[config.mk]
export PLATFORM = sky130hd
export DESIGN_NAME = ins_commit_flat
export DESIGN_NICKNAME = d
export VERILOG_FILES = /design/src/rtl/ins_commit_if.sv /design/src/rtl/ins_commit.sv /design/src/flat_wrapper.sv
export SDC_FILE = /design/constraint.sdc
export NUM_CORES = 1
export LEC_CHECK = 0
export CAP_MARGIN = 20
export CORE_MARGIN = 4
export CORE_UTILIZATION = 44
export CTS_CLUSTER_DIAMETER = 50
export DETAILED_ROUTE_END_ITERATION = 16
export PLACE_DENSITY_LB_ADDON = 0.1
export SYNTH_ARGS = -nofsm -noshare
export SYNTH_HDL_FRONTEND = slang
export SYNTH_SLANG_ARGS = --single-unit
[constraint.sdc]
create_clock -name sys_clk -period 2.34 [get_ports sys_clk]
set_input_delay 0.468 -clock sys_clk [delete_from_list [all_inputs] [get_ports sys_clk]]
set_output_delay 0.468 -clock sys_clk [all_outputs]
set_load 0.05 [all_outputs]
[src/rtl/ins_commit_if.sv]
// ins_commit_if: bundle of every handshake/bus signal of the commit stage.
//   ex_*   : execute-stage result and valid/ready handshake
//   mem_*  : data-memory store request/acknowledge
//   rf_*   : register-file write port
//   pc_*   : program-counter write port
//   commit_done / fault / ret_count : status
// Modports: slave = the commit stage itself, master = its environment
// (execute stage, data memory, register file, PC).
interface ins_commit_if #(
    parameter int XLEN = 32
);
    logic            ex_valid;
    logic            ex_ready;
    logic            reg_w_op;
    logic [4:0]      reg_w_reg_idx;
    logic [XLEN-1:0] reg_w_reg_val;
    logic            mem_w_op;
    logic [XLEN-1:0] mem_w_mem_addr;
    logic [XLEN-1:0] mem_w_mem_val;
    logic            reg_pc_w_op;
    logic [XLEN-1:0] reg_pc_w_val;
    logic [XLEN-1:0] reg_pc_val;

    logic            mem_req;
    logic [XLEN-1:0] mem_addr;
    logic [XLEN-1:0] mem_data;
    logic            mem_ack;

    logic            rf_we;
    logic [4:0]      rf_waddr;
    logic [XLEN-1:0] rf_wdata;
    logic            pc_we;
    logic [XLEN-1:0] pc_wval;
    logic            commit_done;
    logic            fault;
    logic [31:0]     ret_count;

    modport slave (
        input  ex_valid, reg_w_op, reg_w_reg_idx, reg_w_reg_val,
               mem_w_op, mem_w_mem_addr, mem_w_mem_val,
               reg_pc_w_op, reg_pc_w_val, reg_pc_val, mem_ack,
        output ex_ready, mem_req, mem_addr, mem_data,
               rf_we, rf_waddr, rf_wdata, pc_we, pc_wval,
               commit_done, fault, ret_count
    );

    modport master (
        output ex_valid, reg_w_op, reg_w_reg_idx, reg_w_reg_val,
               mem_w_op, mem_w_mem_addr, mem_w_mem_val,
               reg_pc_w_op, reg_pc_w_val, reg_pc_val, mem_ack,
        input  ex_ready, mem_req, mem_addr, mem_data,
               rf_we, rf_waddr, rf_wdata, pc_we, pc_wval,
               commit_done, fault, ret_count
    );
endinterface

[src/rtl/ins_commit.sv]
// ins_commit: commit/writeback stage behind the execute stage.
// Accepts one execute result per ex_valid/ex_ready handshake, performs the
// optional store on the data-memory port (waiting for mem_ack with a
// timeout), then retires the instruction in a single COMMIT cycle that
// strobes the register-file write, the PC update and commit_done.
// Ports:
//   sys_clk  : clock, rising edge
//   sys_rst  : synchronous active-high reset
//   bus      : ins_commit_if.slave carrying execute, memory, register-file,
//              PC and status signals
module ins_commit #(
    parameter int XLEN        = 32,
    parameter int PC_STEP     = 4,
    parameter int MEM_TIMEOUT = 16
) (
    input  logic          sys_clk,
    input  logic          sys_rst,
    ins_commit_if.slave   bus
);
    typedef enum logic [1:0] {
        ST_IDLE   = 2'd0,
        ST_MEM    = 2'd1,
        ST_COMMIT = 2'd2
    } state_t;

    // One extra bit so "count + 1" never wraps before the compare.
    localparam logic [8:0] TIMEOUT_LIM = 9'(MEM_TIMEOUT);

    state_t          state_q, state_d;
    logic [7:0]      cnt_q, cnt_d;
    logic            fault_q, fault_d;
    logic [31:0]     ret_q, ret_d;

    logic            cap_rw_q;
    logic [4:0]      cap_idx_q;
    logic [XLEN-1:0] cap_rval_q;
    logic [XLEN-1:0] cap_maddr_q;
    logic [XLEN-1:0] cap_mdata_q;
    logic            cap_pcw_q;
    logic [XLEN-1:0] cap_pcw_val_q;
    logic [XLEN-1:0] cap_pc_q;

    logic            ready;
    logic            xfer;
    logic            in_commit;
    logic [XLEN-1:0] pc_next;

    assign ready     = (state_q == ST_IDLE) && !fault_q;
    assign xfer      = bus.ex_valid && ready;
    assign in_commit = (state_q == ST_COMMIT);
    assign pc_next   = cap_pcw_q ? cap_pcw_val_q : (cap_pc_q + XLEN'(PC_STEP));

    // State, counters and status registers.
    always_ff @(posedge sys_clk) begin
        if (sys_rst) begin
            state_q <= ST_IDLE;
            cnt_q   <= '0;
            fault_q <= 1'b0;
            ret_q   <= '0;
        end else begin
            state_q <= state_d;
            cnt_q   <= cnt_d;
            fault_q <= fault_d;
            ret_q   <= ret_d;
        end
    end

    // Capture of the execute result on each accepted transfer.
    always_ff @(posedge sys_clk) begin
        if (sys_rst) begin
            cap_rw_q      <= 1'b0;
            cap_idx_q     <= '0;
            cap_rval_q    <= '0;
            cap_maddr_q   <= '0;
            cap_mdata_q   <= '0;
            cap_pcw_q     <= 1'b0;
            cap_pcw_val_q <= '0;
            cap_pc_q      <= '0;
        end else if (xfer) begin
            cap_rw_q      <= bus.reg_w_op;
            cap_idx_q     <= bus.reg_w_reg_idx;
            cap_rval_q    <= bus.reg_w_reg_val;
            cap_maddr_q   <= bus.mem_w_mem_addr;
            cap_mdata_q   <= bus.mem_w_mem_val;
            cap_pcw_q     <= bus.reg_pc_w_op;
            cap_pcw_val_q <= bus.reg_pc_w_val;
            cap_pc_q      <= bus.reg_pc_val;
        end
    end

    // Next-state logic.
    always_comb begin
        state_d = state_q;
        cnt_d   = cnt_q;
        fault_d = fault_q;
        ret_d   = ret_q;
        unique case (state_q)
            ST_IDLE: begin
                if (xfer) begin
                    cnt_d   = '0;
                    state_d = bus.mem_w_op ? ST_MEM : ST_COMMIT;
                end
            end
            ST_MEM: begin
                // Ack is checked first, so an ack in the last allowed
                // cycle still succeeds.
                if (bus.mem_ack) begin
                    state_d = ST_COMMIT;
                end else if ({1'b0, cnt_q} + 9'd1 >= TIMEOUT_LIM) begin
                    fault_d = 1'b1;
                    state_d = ST_IDLE;
                end else begin
                    cnt_d = cnt_q + 8'd1;
                end
            end
            ST_COMMIT: begin
                ret_d   = ret_q + 32'd1;
                state_d = ST_IDLE;
            end
            default: state_d = ST_IDLE;
        endcase
    end

    assign bus.ex_ready    = ready;
    assign bus.mem_req     = (state_q == ST_MEM);
    assign bus.mem_addr    = cap_maddr_q;
    assign bus.mem_data    = cap_mdata_q;
    // Writes to x0 are dropped but address/data are still presented.
    assign bus.rf_we       = in_commit && cap_rw_q && (cap_idx_q != 5'd0);
    assign bus.rf_waddr    = cap_idx_q;
    assign bus.rf_wdata    = cap_rval_q;
    assign bus.pc_we       = in_commit;
    assign bus.pc_wval     = in_commit ? pc_next : '0;
    assign bus.commit_done = in_commit;
    assign bus.fault       = fault_q;
    assign bus.ret_count   = ret_q;
endmodule

[src/flat_wrapper.sv]
// flat-port wrapper written by rule: the top's interface ports become plain ports
module ins_commit_flat 
#(
    parameter int XLEN        = 32,
    parameter int PC_STEP     = 4,
    parameter int MEM_TIMEOUT = 16
)
  (sys_clk, sys_rst, bus_ex_valid, bus_reg_w_op, bus_reg_w_reg_idx, bus_reg_w_reg_val, bus_mem_w_op, bus_mem_w_mem_addr, bus_mem_w_mem_val, bus_reg_pc_w_op, bus_reg_pc_w_val, bus_reg_pc_val, bus_mem_ack, bus_ex_ready, bus_mem_req, bus_mem_addr, bus_mem_data, bus_rf_we, bus_rf_waddr, bus_rf_wdata, bus_pc_we, bus_pc_wval, bus_commit_done, bus_fault, bus_ret_count);
  ins_commit_if #(.XLEN(XLEN)) bus_i ();
  input  logic sys_clk;
  input  logic sys_rst;
  input wire logic [$bits(bus_i.ex_valid)-1:0] bus_ex_valid;
  input wire logic [$bits(bus_i.reg_w_op)-1:0] bus_reg_w_op;
  input wire logic [$bits(bus_i.reg_w_reg_idx)-1:0] bus_reg_w_reg_idx;
  input wire logic [$bits(bus_i.reg_w_reg_val)-1:0] bus_reg_w_reg_val;
  input wire logic [$bits(bus_i.mem_w_op)-1:0] bus_mem_w_op;
  input wire logic [$bits(bus_i.mem_w_mem_addr)-1:0] bus_mem_w_mem_addr;
  input wire logic [$bits(bus_i.mem_w_mem_val)-1:0] bus_mem_w_mem_val;
  input wire logic [$bits(bus_i.reg_pc_w_op)-1:0] bus_reg_pc_w_op;
  input wire logic [$bits(bus_i.reg_pc_w_val)-1:0] bus_reg_pc_w_val;
  input wire logic [$bits(bus_i.reg_pc_val)-1:0] bus_reg_pc_val;
  input wire logic [$bits(bus_i.mem_ack)-1:0] bus_mem_ack;
  output wire logic [$bits(bus_i.ex_ready)-1:0] bus_ex_ready;
  output wire logic [$bits(bus_i.mem_req)-1:0] bus_mem_req;
  output wire logic [$bits(bus_i.mem_addr)-1:0] bus_mem_addr;
  output wire logic [$bits(bus_i.mem_data)-1:0] bus_mem_data;
  output wire logic [$bits(bus_i.rf_we)-1:0] bus_rf_we;
  output wire logic [$bits(bus_i.rf_waddr)-1:0] bus_rf_waddr;
  output wire logic [$bits(bus_i.rf_wdata)-1:0] bus_rf_wdata;
  output wire logic [$bits(bus_i.pc_we)-1:0] bus_pc_we;
  output wire logic [$bits(bus_i.pc_wval)-1:0] bus_pc_wval;
  output wire logic [$bits(bus_i.commit_done)-1:0] bus_commit_done;
  output wire logic [$bits(bus_i.fault)-1:0] bus_fault;
  output wire logic [$bits(bus_i.ret_count)-1:0] bus_ret_count;
  assign bus_i.ex_valid = bus_ex_valid;
  assign bus_i.reg_w_op = bus_reg_w_op;
  assign bus_i.reg_w_reg_idx = bus_reg_w_reg_idx;
  assign bus_i.reg_w_reg_val = bus_reg_w_reg_val;
  assign bus_i.mem_w_op = bus_mem_w_op;
  assign bus_i.mem_w_mem_addr = bus_mem_w_mem_addr;
  assign bus_i.mem_w_mem_val = bus_mem_w_mem_val;
  assign bus_i.reg_pc_w_op = bus_reg_pc_w_op;
  assign bus_i.reg_pc_w_val = bus_reg_pc_w_val;
  assign bus_i.reg_pc_val = bus_reg_pc_val;
  assign bus_i.mem_ack = bus_mem_ack;
  assign bus_ex_ready = bus_i.ex_ready;
  assign bus_mem_req = bus_i.mem_req;
  assign bus_mem_addr = bus_i.mem_addr;
  assign bus_mem_data = bus_i.mem_data;
  assign bus_rf_we = bus_i.rf_we;
  assign bus_rf_waddr = bus_i.rf_waddr;
  assign bus_rf_wdata = bus_i.rf_wdata;
  assign bus_pc_we = bus_i.pc_we;
  assign bus_pc_wval = bus_i.pc_wval;
  assign bus_commit_done = bus_i.commit_done;
  assign bus_fault = bus_i.fault;
  assign bus_ret_count = bus_i.ret_count;
  ins_commit #(.XLEN(XLEN), .PC_STEP(PC_STEP), .MEM_TIMEOUT(MEM_TIMEOUT)) u_core (.sys_clk(sys_clk), .sys_rst(sys_rst), .bus(bus_i));
endmodule
==> flow_summary.yaml <==
timing:
  setup_viol: 25
  final.setup_skew_ns: 0.0142
  setup_slack_ns: -0.283
  tns_ns: -4.04
  hold_violations: 0
  min_period_ns: 2.62
  fin_crit_sh_pct: 112
  slew_headroom_pct: 59.4
  worstMarginPinSlew_ns: 0.608
  rsz0062_at_grt: "yes"
  clock.fmax_mhz: 381
  maxSlewViolCount: 0
power_and_ir_drop:
  vdd_drop_max_mv: 0.695
  power_density_nw_per_um2: 711
  p_leak_nw: 5.31
synth:
  syn_area_um2: 8580
  synth_cell_types: 44
  synth_seq_area_share_pct: 49.0
  synth_ff_type: "dfxtp_1"
  syn-instance-count: 1099
  yosysWarnings: 0
  postSynthNetCount: 1274
  async_flop_share_pct: 0
  avgSynthCellArea_um2: 7.81
  ys_ff_latch: 210
  synth_edf_count: 0
clock_tree:
  clk_path_buf_depth: 3
  cts_tree: "yes"
  clk_pin_slew_worst_paths_ns: 0.05
  numCtsBuffers: 28
  htree_levels: 1
  root_buffer: "clkbuf_16"
  cts.sinks: 210
  clk_latency_ns: 0.52
  holdBufCountCts: 0
global_route:
  grt_pass1_wl_mm: 44.0
  grt_use_total_pct: 24.4
  grt_pass1_vias: 8521
  grt_overflow: 0
  antenna_found_initial: 3
  grt_start_max_net_pins: 94
die:
  start_util_pct: 45.3
  rows: 50
  core_um2: 19000
  die_w_um: 148
  die_h_um: 148
  pin_count: 343
  dieArea_um2: 21800
routing:
  avgViaCountPerCell: 5.05
  vias: 8698
  drt_wl_total_mm: 28.2
  drtPass1Iterations: 5
  avgRoutedWirePerCell_um: 16.4
  final_antenna_net_count: 0
  first_iter_violations: 419
  drc: 0
place:
  port_buffers: 342
  hpwl_mm: 19.2
  gp_congestion: 0.789
min_path:
  hold_path_end: "u_core.bus.ret_count[2]"
  hold_path_class: "input pin to flip-flop"
  holdPathStages: 2
  hp-start: "sys_rst"
setup_path:
  r2r_slack_ns: 0.29
  worstPathMaxFanout: 4
  r2r-start: "u_core.cnt_q[0]"
  worstSetupEndpointType: "output port"
  path_class: "flip-flop to output port"
  r2r_end: "u_core.cnt_q[2]"
  cp.required_ns: 1.87
  cp.arrival_ns: 2.16
  reg2reg_depth: 6
  start_kind: "flip-flop"
layout:
  synthToLayoutAreaGrowth_pct: 64.5
  final_common_cell: "nand2_1"
  final_cell_mix: "nand2_1, clkdlybuf4s50_1, dfxtp_1, a21oi_1, nor2_1"
  drive_gt1_share_pct: 14.9
  fin_nets: 1614
  postLayoutCoreUtil_pct: 74.5
status:
  status: "complete, but fails checks"
  failed_checks: "setup timing"
job:
  max_cap_violations: 0
how the worst max path moves through the flow:
stage | startpoint | to
finish | u_core.cap_pc_q[11] | bus_pc_wval[21]
global route | u_core.cap_pc_q[14] | bus_pc_wval[22]
CTS | u_core.cap_pc_q[6] | bus_pc_wval[21]
detailed placement | u_core.cap_pc_q[15] | bus_pc_wval[22]
global placement | u_core.cap_pc_q[15] | bus_pc_wval[22]
floorplan | u_core.cap_pc_q[4] | bus_pc_wval[22]
cell usage after synthesis, types with 2 or more instances:
cell,instances,share of area [%]
nor3_1,2,0.12
nand4_1,22,1.6
xnor2_1,9,0.92
nor4_4,3,0.74
nor2_1,51,2.2
o21ai_0,19,1.1
inv_1,6,0.26
and3_1,8,0.58
nand2b_1,2,0.15
and4_1,10,1.0
or4_1,3,0.26
o311ai_1,2,0.20
mux2i_1,5,0.58
xor2_1,50,5.1
nand3_1,28,1.6
ha_1,3,0.44
dfxtp_1,210,49
and2_1,5,0.36
buf_2,19,1.1
nor3b_1,4,0.35
clkbuf_1,56,2.5
a21oi_1,196,11
buf_4,2,0.17
nand2_1,364,16
cells by family after synthesis:
kind of cell    share of synthesized area, %
fa+ha+maj                              0.438
mux                                    0.583
simple gates                            25.9
flops                                   49.0
buf+inv                                 4.08
xor+xnor                                6.02
compound gates                          14.0
area by class of cell:
cell class              instances  area [um2]
fillers                      1437        4840
flip-flops and latches        210        4240
repair buffers                388        4280
multi-input cells             804        4270
clock buffers                  37         786
clock inverters                14         181
well taps                     260         325
diodes                          2        5.00
inverters                       7        26.3
sequential cells by signal, indices dropped and copies added (netlist names):
register,count
u_core.bus.fault,1
u_core.bus.mem_addr,32
u_core.bus.mem_data,32
u_core.bus.ret_count,32
u_core.bus.rf_waddr,5
u_core.bus.rf_wdata,32
u_core.cap_pc_q,32
u_core.cap_pcw_q,1
u_core.cap_pcw_val_q,32
u_core.cap_rw_q,1
u_core.cnt_q,8
u_core.state_q,2
what timing repair did:
item | CTS | global route
pin swaps | 49 | 33
gates resized for setup | 45 | 32
gates cloned | 0 | 0
setup endpoints to repair | 27 | 30
buffers inserted | 16 | 6
hold endpoints to repair | 0 | 0
metrics by stage:
stage / cells / hold WS [ns] / cell area [um2] / total power [mW] / setup WS (ns)
2_1_floorplan: 1099 / 0.433 / 8650 / 4.92 / -0.113
3_3_place_gp: 1652 / 0.439 / 12800 / 5.70 / 0.153
3_5_place_dp: 1652 / 0.445 / 12800 / 5.73 / 0.0907
4_1_cts: 1718 / 0.304 / 14000 / 10.1 / -0.283
5_1_grt: 1721 / 0.336 / 14100 / 10.4 / -0.376
6_report: 1722 / 0.305 / 14100 / 10.0 / -0.283
critical path, stage by stage (launching register included):
cell and delay [ns]:
dfxtp_2 0.32, and4_4 0.23, and4_4 0.26, nand4_1 0.15, xor2_2 0.20, a211oi_4 0.29, buf_12 0.17
per-layer routing:
metal | wire [um] | vias up | GRT usage (%) | share of wire (%)
li1 | - | 4328 | - | -
met1 | 10400 | 4012 | 27.2 | 37
met2 | 14400 | 305 | 43.6 | 51
met3 | 2660 | 51 | 8.31 | 9.4
met4 | 824 | 2 | 8.01 | 2.9
met5 | 13 | - | 0 | 0.046
power by group:
group | internal, mW | leakage (nW) | switching (mW)
combinational | 0.746 | 3.12 | 1.06
sequential | 3.78 | 1.73 | 0.115
clock | 2.71 | 0.460 | 1.61
No activity file was read; power rests on OpenSTA's default activity.
